$ cat src/rtl/control_unit_if.sv
// cpu_types_pkg + control_unit_if: decode encodings and the control unit's connection bundle.
// Latency: no logic of its own; it only carries signals.
// Backpressure: none; the decoder reads opcode/funct every cycle.
package cpu_types_pkg;

    typedef enum logic [5:0] {
        RTYPE = 6'b000000,
        J     = 6'b000010,
        JAL   = 6'b000011,
        BEQ   = 6'b000100,
        BNE   = 6'b000101,
        ADDI  = 6'b001000,
        ADDIU = 6'b001001,
        SLTI  = 6'b001010,
        SLTIU = 6'b001011,
        ANDI  = 6'b001100,
        ORI   = 6'b001101,
        XORI  = 6'b001110,
        LUI   = 6'b001111,
        LW    = 6'b100011,
        SW    = 6'b101011,
        HALT  = 6'b111111
    } opcode_t;

    typedef enum logic [5:0] {
        SLL  = 6'b000000,
        SRL  = 6'b000010,
        JR   = 6'b001000,
        ADD  = 6'b100000,
        ADDU = 6'b100001,
        SUB  = 6'b100010,
        SUBU = 6'b100011,
        AND  = 6'b100100,
        OR   = 6'b100101,
        XOR  = 6'b100110,
        NOR  = 6'b100111,
        SLT  = 6'b101010,
        SLTU = 6'b101011
    } funct_t;

    typedef enum logic [3:0] {
        ALU_SLL  = 4'd0,
        ALU_SRL  = 4'd1,
        ALU_ADD  = 4'd2,
        ALU_SUB  = 4'd3,
        ALU_AND  = 4'd4,
        ALU_OR   = 4'd5,
        ALU_XOR  = 4'd6,
        ALU_NOR  = 4'd7,
        ALU_SLT  = 4'd8,
        ALU_SLTU = 4'd9
    } aluop_t;

endpackage

interface control_unit_if (
    input logic CLK,
    input logic RST
);
    import cpu_types_pkg::*;

    opcode_t    opcode;
    funct_t     funct;
    aluop_t     aluop;
    logic [1:0] RegDst;
    logic [1:0] ALUSrc;
    logic [1:0] MemtoReg;
    logic       RegWr;
    logic       dREN;
    logic       dWEN;
    logic       ExtOp;
    logic       Branch;
    logic       BranchNE;
    logic       Jump;
    logic       JumpReg;
    logic       halt;
    logic       illegal;

    modport cu (
        input  CLK, RST, opcode, funct,
        output aluop, RegDst, ALUSrc, MemtoReg, RegWr, dREN, dWEN, ExtOp,
               Branch, BranchNE, Jump, JumpReg, halt, illegal
    );

endinterface

$ cat src/rtl/control_unit.sv
// control_unit: single-cycle main decoder for opcode/funct plus a sticky halt flag.
// Latency: all decode outputs are combinational (0 cycles); halt updates on the CLK edge.
// Backpressure: none; outputs track opcode/funct continuously, RST only clears halt.
module control_unit
    import cpu_types_pkg::*;
(
    control_unit_if.cu cuif
);

    aluop_t     aluop;
    logic [1:0] reg_dst;
    logic [1:0] alu_src;
    logic [1:0] mem_to_reg;
    logic       reg_wr;
    logic       d_ren;
    logic       d_wen;
    logic       ext_op;
    logic       branch;
    logic       branch_ne;
    logic       jump;
    logic       jump_reg;
    logic       illegal;
    logic       halt_d;
    logic       halt_q;

    // Instruction decode: everything idle with ALU_ADD, then per-opcode overrides.
    always_comb begin
        aluop      = ALU_ADD;
        reg_dst    = 2'd0;
        alu_src    = 2'd0;
        mem_to_reg = 2'd0;
        reg_wr     = 1'b0;
        d_ren      = 1'b0;
        d_wen      = 1'b0;
        ext_op     = 1'b0;
        branch     = 1'b0;
        branch_ne  = 1'b0;
        jump       = 1'b0;
        jump_reg   = 1'b0;
        illegal    = 1'b0;
        case (cuif.opcode)
            RTYPE: begin
                reg_dst = 2'd1;
                reg_wr  = 1'b1;
                case (cuif.funct)
                    ADD, ADDU: aluop = ALU_ADD;
                    SUB, SUBU: aluop = ALU_SUB;
                    AND:       aluop = ALU_AND;
                    OR:        aluop = ALU_OR;
                    XOR:       aluop = ALU_XOR;
                    NOR:       aluop = ALU_NOR;
                    SLT:       aluop = ALU_SLT;
                    SLTU:      aluop = ALU_SLTU;
                    SLL: begin
                        aluop   = ALU_SLL;
                        alu_src = 2'd2;
                    end
                    SRL: begin
                        aluop   = ALU_SRL;
                        alu_src = 2'd2;
                    end
                    JR: begin
                        jump_reg = 1'b1;
                        reg_wr   = 1'b0;
                    end
                    default: begin
                        illegal = 1'b1;
                        reg_wr  = 1'b0;
                    end
                endcase
            end
            ADDI, ADDIU: begin
                alu_src = 2'd1;
                ext_op  = 1'b1;
                reg_wr  = 1'b1;
            end
            SLTI, SLTIU: begin
                aluop   = (cuif.opcode == SLTI) ? ALU_SLT : ALU_SLTU;
                alu_src = 2'd1;
                ext_op  = 1'b1;
                reg_wr  = 1'b1;
            end
            ANDI, ORI, XORI: begin
                aluop   = (cuif.opcode == ANDI) ? ALU_AND :
                          (cuif.opcode == ORI)  ? ALU_OR  : ALU_XOR;
                alu_src = 2'd1;
                reg_wr  = 1'b1;
            end
            LUI: begin
                mem_to_reg = 2'd3;
                reg_wr     = 1'b1;
            end
            LW: begin
                alu_src    = 2'd1;
                ext_op     = 1'b1;
                d_ren      = 1'b1;
                mem_to_reg = 2'd1;
                reg_wr     = 1'b1;
            end
            SW: begin
                alu_src = 2'd1;
                ext_op  = 1'b1;
                d_wen   = 1'b1;
            end
            BEQ, BNE: begin
                aluop     = ALU_SUB;
                branch    = 1'b1;
                ext_op    = 1'b1;
                branch_ne = (cuif.opcode == BNE);
            end
            J: begin
                jump = 1'b1;
            end
            JAL: begin
                jump       = 1'b1;
                reg_wr     = 1'b1;
                reg_dst    = 2'd2;
                mem_to_reg = 2'd2;
            end
            HALT: begin
                // Stops the machine through the halt flop; no datapath activity.
            end
            default: begin
                illegal = 1'b1;
            end
        endcase
    end

    // Halt is sticky: once a HALT opcode is seen it holds until reset.
    always_comb begin
        halt_d = halt_q | (cuif.opcode == HALT);
    end

    // Halt register; reset wins over a simultaneous HALT opcode.
    always_ff @(posedge cuif.CLK) begin
        if (cuif.RST) begin
            halt_q <= 1'b0;
        end else begin
            halt_q <= halt_d;
        end
    end

    assign cuif.aluop    = aluop;
    assign cuif.RegDst   = reg_dst;
    assign cuif.ALUSrc   = alu_src;
    assign cuif.MemtoReg = mem_to_reg;
    assign cuif.RegWr    = reg_wr;
    assign cuif.dREN     = d_ren;
    assign cuif.dWEN     = d_wen;
    assign cuif.ExtOp    = ext_op;
    assign cuif.Branch   = branch;
    assign cuif.BranchNE = branch_ne;
    assign cuif.Jump     = jump;
    assign cuif.JumpReg  = jump_reg;
    assign cuif.illegal  = illegal;
    assign cuif.halt     = halt_q;

endmodule

$ cat src/flat_wrapper.sv
// flat-port wrapper written by rule: the top's interface ports become plain ports
module control_unit_flat import cpu_types_pkg::*;
  (CLK, RST, cuif_opcode, cuif_funct, cuif_aluop, cuif_RegDst, cuif_ALUSrc, cuif_MemtoReg, cuif_RegWr, cuif_dREN, cuif_dWEN, cuif_ExtOp, cuif_Branch, cuif_BranchNE, cuif_Jump, cuif_JumpReg, cuif_halt, cuif_illegal);
  control_unit_if cuif_i (.CLK(CLK), .RST(RST));
  input wire logic CLK;
  input wire logic RST;
  input wire logic [$bits(cuif_i.opcode)-1:0] cuif_opcode;
  input wire logic [$bits(cuif_i.funct)-1:0] cuif_funct;
  output wire logic [$bits(cuif_i.aluop)-1:0] cuif_aluop;
  output wire logic [$bits(cuif_i.RegDst)-1:0] cuif_RegDst;
  output wire logic [$bits(cuif_i.ALUSrc)-1:0] cuif_ALUSrc;
  output wire logic [$bits(cuif_i.MemtoReg)-1:0] cuif_MemtoReg;
  output wire logic [$bits(cuif_i.RegWr)-1:0] cuif_RegWr;
  output wire logic [$bits(cuif_i.dREN)-1:0] cuif_dREN;
  output wire logic [$bits(cuif_i.dWEN)-1:0] cuif_dWEN;
  output wire logic [$bits(cuif_i.ExtOp)-1:0] cuif_ExtOp;
  output wire logic [$bits(cuif_i.Branch)-1:0] cuif_Branch;
  output wire logic [$bits(cuif_i.BranchNE)-1:0] cuif_BranchNE;
  output wire logic [$bits(cuif_i.Jump)-1:0] cuif_Jump;
  output wire logic [$bits(cuif_i.JumpReg)-1:0] cuif_JumpReg;
  output wire logic [$bits(cuif_i.halt)-1:0] cuif_halt;
  output wire logic [$bits(cuif_i.illegal)-1:0] cuif_illegal;
  assign cuif_i.opcode = cuif_opcode;
  assign cuif_i.funct = cuif_funct;
  assign cuif_aluop = cuif_i.aluop;
  assign cuif_RegDst = cuif_i.RegDst;
  assign cuif_ALUSrc = cuif_i.ALUSrc;
  assign cuif_MemtoReg = cuif_i.MemtoReg;
  assign cuif_RegWr = cuif_i.RegWr;
  assign cuif_dREN = cuif_i.dREN;
  assign cuif_dWEN = cuif_i.dWEN;
  assign cuif_ExtOp = cuif_i.ExtOp;
  assign cuif_Branch = cuif_i.Branch;
  assign cuif_BranchNE = cuif_i.BranchNE;
  assign cuif_Jump = cuif_i.Jump;
  assign cuif_JumpReg = cuif_i.JumpReg;
  assign cuif_halt = cuif_i.halt;
  assign cuif_illegal = cuif_i.illegal;
  control_unit u_core (.cuif(cuif_i));
endmodule
$ cat config.mk
export PLATFORM = sky130hd
export DESIGN_NAME = control_unit_flat
export DESIGN_NICKNAME = d
export VERILOG_FILES = /design/src/rtl/control_unit_if.sv /design/src/rtl/control_unit.sv /design/src/flat_wrapper.sv
export SDC_FILE = /design/constraint.sdc
export NUM_CORES = 1
export LEC_CHECK = 0
export CORE_ASPECT_RATIO = 0.8
export CORE_UTILIZATION = 25
export DETAILED_ROUTE_END_ITERATION = 16
export PLACE_DENSITY = 0.69
export SYNTH_ARGS = -nofsm -noshare
export SYNTH_HDL_FRONTEND = slang
export SYNTH_SLANG_ARGS = --single-unit
export TNS_END_PERCENT = 10
$ cat constraint.sdc
create_clock -name CLK -period 1.4 [get_ports CLK]
set_input_delay 0.14 -clock CLK [delete_from_list [all_inputs] [get_ports CLK]]
set_output_delay 0.14 -clock CLK [all_outputs]
set_load 0.02 [all_outputs]
==> impl_metrics.toml, run 1 <==
[outcome]
status = "finished, violations left"
violations = "setup timing"

[clocking]
clock_latency_ns = 0
cts_hold_buffers = 0
path_clk_slew_ns = 0

[timing]
setup_slack_ns = -0.234
skew_ns = 0
max_slew_margin_pct = 80.7
slew_violations = 0
fmax_mhz = 612
holdWs_ns = 0.451
setup_viol = 9
worstMarginPinSlew_ns = 0.289
fin_tns_setup_ns = -1.72
rsz0062_at_grt = "yes"
finalHoldViolCount = 0
period_minus_slack_ns = 1.63
fin_crit_sh_pct = 117

[floorplan]
die_height_um = 40.5
dieWidth_um = 50.1
row_count = 13
start_util_pct = 27.6
io_pins = 34
dieArea_um2 = 2030
fp.coreArea_um2 = 1680

[critical_path]
critPathMaxFanout = 4
end_kind = "output pin"
crit_family = "simple AND/OR/NAND/NOR gates"
cp_cell_sequence = "buf_6, or3_4, or3_4, or2_4, o32ai_4, buf_6"
cp_num_buf_inv = 2
cp-start-kind = "input pin"
slowest_stage = "or3_4"
slowest_delay_ns = 0.38
worstPathArrival_ns = 1.49
worstSetupPathType = "input pin to output pin"
cp_data_required_time_ns = 1.26

[synthesis]
yosysTopAreaCellShare_pct = 8.11
synthTopCellsByArea = "nor2b_1, a21oi_1, nor2_1"
synth_edf_count = 0
avgSynthCellArea_um2 = 6.01
synth_cells = 77
ys_ff_latch = 1
syn_area_um2 = 463
synth_cell_types = 38
synth-async-reset-ratio_pct = 0
yosysSeqAreaShare_pct = 4.32
synth_ff_type = "dfxtp_1"
yosys_warnings = 0
synth_top_area_cell = "nor2b_1"
synthesis.nets = 91

[detailed_routing]
via_per_inst = 5.10
via_count = 796
drc = 0
drtIter0Drc = 20
wirelength_um = 2080
detail-route-antenna-nets = 0
first_pass_iters = 4
wl_per_cell_um = 13.3

[cells_and_area]
diodes = 0
largest_reg_flops = 1
most-common-layout-cells = "buf_4, nor2_1, buf_6, buf_2"
final_util_pct = 61.5
stdcell_count = 156
layout_commonest_cell = "buf_4"
nets = 150
syn2layout_area_growth_pct = 123
finalInstanceArea_um2 = 1030
drive_above_1_share_pct = 47.8

[global_route]
grt.overflow.total = 0
antenna_found_initial = 0
grt_pass1_wl_um = 3300
grt_pass1_vias = 728
grt_max_degree = 15
grt.total_usage_pct = 21.2

[power]
cellPowerDensity_nw_per_um2 = 268
vdd_drop_max_mv = 0.153
leakagePower_nw = 0.480

[place]
placed_cell_area_um2 = 1030
dp_hpwl_um = 1550
gp_congestion = 0.814
dpl.cell_count = 154
port_buffers = 33

[min_path]
hp-class = "flop to flop"

[job]
maxCapViolCount = 0
[through the flow]
| stage | worst slack [ns] | power, mW |
|---|---|---|
| finish | -0.234 | 0.276 |
| global route | -0.276 | 0.294 |
| CTS | -0.299 | 0.268 |
| detailed placement | -1.14 | 0.271 |
| global placement | -1.12 | 0.268 |
| floorplan | -0.213 | 0.130 |
[routing by layer]
metal  up-vias  global-route usage (%)  share of wire [%]
li1        402                       -                  -
met1       366                    29.6                 44
met2        28                    37.7                 48
met3         0                   0.758                7.5
met4         0                    2.14                  0
met5         -                       0                  0
[final timing paths]
kind | from | to | slack (ns) | depth (start not counted)
setup / recovery | cuif_opcode[2] | cuif_aluop[2] | -0.23 | 6
hold / removal | u_core.cuif.halt | u_core.cuif.halt | 0.45 | 2
setup reg to reg | u_core.cuif.halt | u_core.cuif.halt | 0.87 | 2
hold reg to reg | u_core.cuif.halt | u_core.cuif.halt | 0.45 | 2
[cell families (layout without fill, tap and decap cells)]
group | count (synthesis) | count (layout) | synth area share (%)
simple gates | 45 | 45 | 56.2
compound gates | 23 | 23 | 33.0
buf+inv | 8 | 65 | 6.48
flops | 1 | 1 | 4.32
[final cells by class]
| class | instances | area, um2 |
|---|---|---|
| Fill cell | 159 | 644 |
| Tap cell | 22 | 27.5 |
| Inverter | 4 | 15.0 |
| Multi-Input combinational cell | 68 | 483 |
| Sequential cell | 1 | 20.0 |
| Timing Repair Buffer | 61 | 485 |
[worst reg2reg max path, delay by kind of cell, from the launching register on]
family / cells / cell delay (ns)
flops: 1 / 0.31
compound gates: 1 / 0.10
buf+inv: 1 / 0.05
[power breakdown]
part,leakage (nW),internal (mW),total [mW],switching (mW)
Combinational,0.472,0.125,0.246,0.122
Clock,0,0,0,0
Sequential,0.00807,0.0295,0.0297,0.000198
Total,0.480,0.154,0.276,0.122
[synth_stat cells, types with 2 or more instances]
cell	n
nor3_1	3
or3_1	3
nand3b_1	2
nand3_1	3
inv_1	4
nor2_1	8
nor2b_1	6
nand2_1	5
nand2b_1	3
a21oi_1	7
a31oi_1	2
nor4_1	2
clkbuf_1	4
[what timing repair did]
item                                    4_1_cts  5_1_grt
resized for setup                           106       14
setup buffers                                 2        0
hold endpoints to repair                      0        0
endpoints found under the setup margin       20       16
pin swaps                                    11        4
Power figures use the tool's default switching activity.
==> run 2, diff against run 1 <==
Settings changed: CAP_MARGIN set to 20, CTS_BUF_LIST set to sky130_fd_sc_hd__clkbuf_16.
==> results of run 2 <==
No change in the layout: final DEF, timing and power equal those of run 1.
==> run 3, diff against run 2 <==
Settings changed: PLACE_DENSITY 0.69 to not set.
Clock period 1.4 ns to 1.5 ns, I/O delays scaled along.
==> run 3 against run 2 <==
  * Register-to-register slack improved by 0.10 ns
  * The run still ends with setup timing left
  * Worst setup slack improved by 0.056 ns
  * Cell count decreased by 1.3%
  * Total power decreased by 9.4%
  * Sequential share of layout area about the same
  * Clock skew unchanged
  * Utilization increased by 0.075 points
==> impl_metrics.toml, run 3 (synthesized netlist as in run 1, its figures left out) <==
[cells_and_area]
drive_above_1_share_pct = 49.2
most-common-layout-cells = "buf_4, dlygate4sd2_1, nor2_1"
largest_reg_flops = 1
syn2layout_area_growth_pct = 123
finalInstanceArea_um2 = 1030
multi_input_area_um2 = 494
register_area_um2 = 20.0
nFillCells = 161
layout_commonest_cell = "buf_4"
nets = 148
diodes = 0

[floorplan]
die_height_um = 40.5
start_util_pct = 27.6
dieWidth_um = 50.1
dieArea_um2 = 2030
fp.coreArea_um2 = 1680
row_count = 13
io_pins = 34

[critical_path]
crit-reg2reg-launch = "u_core.cuif.halt"
crit_start = "cuif_opcode[2]"
r2r-end = "u_core.cuif.halt"
cp-start-kind = "input pin"
ff2ff_path_depth = 2
rrSetupSlack_ns = 0.97
worstPathArrival_ns = 1.53
critPathMaxFanout = 4
end_kind = "output pin"
cp_data_required_time_ns = 1.35
worstSetupPathType = "input pin to output pin"

[power]
switching_share_pct = 44.1
combPwrFrac_pct = 88.9
switchingPower_mw = 0.110
cellPowerDensity_nw_per_um2 = 242
p_int_mw = 0.140
vdd_drop_max_mv = 0.146
leakagePower_nw = 0.479
clkPwrFrac_pct = 0
seqPwrFrac_pct = 11.1
finalPower_mw = 0.250

[min_path]
hp-class = "flop to flop"
hp-start = "u_core.cuif.halt"
hold_path_depth = 2
min_to = "u_core.cuif.halt"

[clocking]
cts_hold_buffers = 0
path_clk_slew_ns = 0
cts_setup_buffers = 0
clock_latency_ns = 0

[timing]
worstMarginPinSlew_ns = 0.325
rsz0062_at_grt = "yes"
skew_ns = 0
max_slew_margin_pct = 78.3
period_minus_slack_ns = 1.68
setup_viol = 9
fmax_mhz = 596
finalHoldViolCount = 0
slew_violations = 0
fin_crit_sh_pct = 112
setup_slack_ns = -0.178

[detailed_routing]
drc = 0
first_pass_iters = 4
drtIter0Drc = 26
via_per_inst = 5.06
wl_per_cell_um = 12.2
detail-route-antenna-nets = 0
wirelength_um = 1870
via_count = 779

[place]
gp_congestion = 0.780
dp_hpwl_um = 1510
placed_cell_area_um2 = 1030
port_buffers = 33

[global_route]
antenna_found_initial = 0
grt_max_degree = 15
grt.overflow.total = 0
grt_pass1_wl_um = 2930
grt.total_usage_pct = 18.7
grt_pass1_vias = 664

[outcome]
status = "finished, violations left"
violations = "setup timing"

[job]
maxCapViolCount = 0
## run 3: timing repair
item	CTS	global route
endpoints found under the setup margin	20	17
resized for setup	102	14
endpoints found under the hold margin	0	0
pin swaps	10	5
## run 3: through the flow
step	worst slack [ns]	std cells	TNS [ns]	hold WS (ns)	utilization, %
6_report	-0.178	154	-1.08	0.444	61.6
3_5_place_dp	-1.07	154	-15.04	0.448	61.6
2_1_floorplan	-0.133	77	-0.448	0.219	-
5_1_grt	-0.199	154	-1.32	0.481	61.6
4_1_cts	-0.193	154	-1.22	0.448	63.1
3_3_place_gp	-1.08	154	-14.97	0.427	61.6
## run 3: power by group through the flow
stage | Clock, mW | Combinational (mW) | Sequential [mW]
2_1_floorplan | 0 | 0.0936 | 0.0281
3_3_place_gp | 0 | 0.221 | 0.0276
3_5_place_dp | 0 | 0.223 | 0.0277
4_1_cts | 0 | 0.224 | 0.0277
5_1_grt | 0 | 0.240 | 0.0277
6_report | 0 | 0.222 | 0.0277
## run 3: worst max path at each step
stage	endpoint	slack (ns)	cells after the start
after global placement	cuif_ALUSrc[1]	-1.08	6
after detailed placement	cuif_ALUSrc[1]	-1.07	6
after global routing	cuif_aluop[2]	-0.20	6
after CTS	cuif_aluop[3]	-0.19	6
final	cuif_aluop[3]	-0.18	6
after floorplan	cuif_ALUSrc[1]	-0.13	5
## run 3: worst max-delay path: stages
cell and delay, ns:
buf_6 0.09, or3_4 0.38, or3_4 0.34, or2_4 0.27, o21ai_2 0.15, buf_6 0.14
## run 3: final cells by class
class / count / share of cell area (%)
multi-input cells: 68 / 47.9
repair buffers: 59 / 46.1
well taps: 22 / 2.67
flip-flops and latches: 1 / 1.94
inverters: 4 / 1.45
## run 3: metal layers
| layer | global-route usage, % | up-vias | part of all wire (%) | wire length (um) |
|---|---|---|---|---|
| met2 | 40.7 | 30 | 50 | 934 |
| li1 | - | 396 | - | - |
| met5 | 0 | - | 0 | 0 |
| met4 | 0 | 0 | 0 | 0 |
| met1 | 21.9 | 353 | 45 | 837 |
| met3 | 0.758 | 0 | 5.4 | 101 |
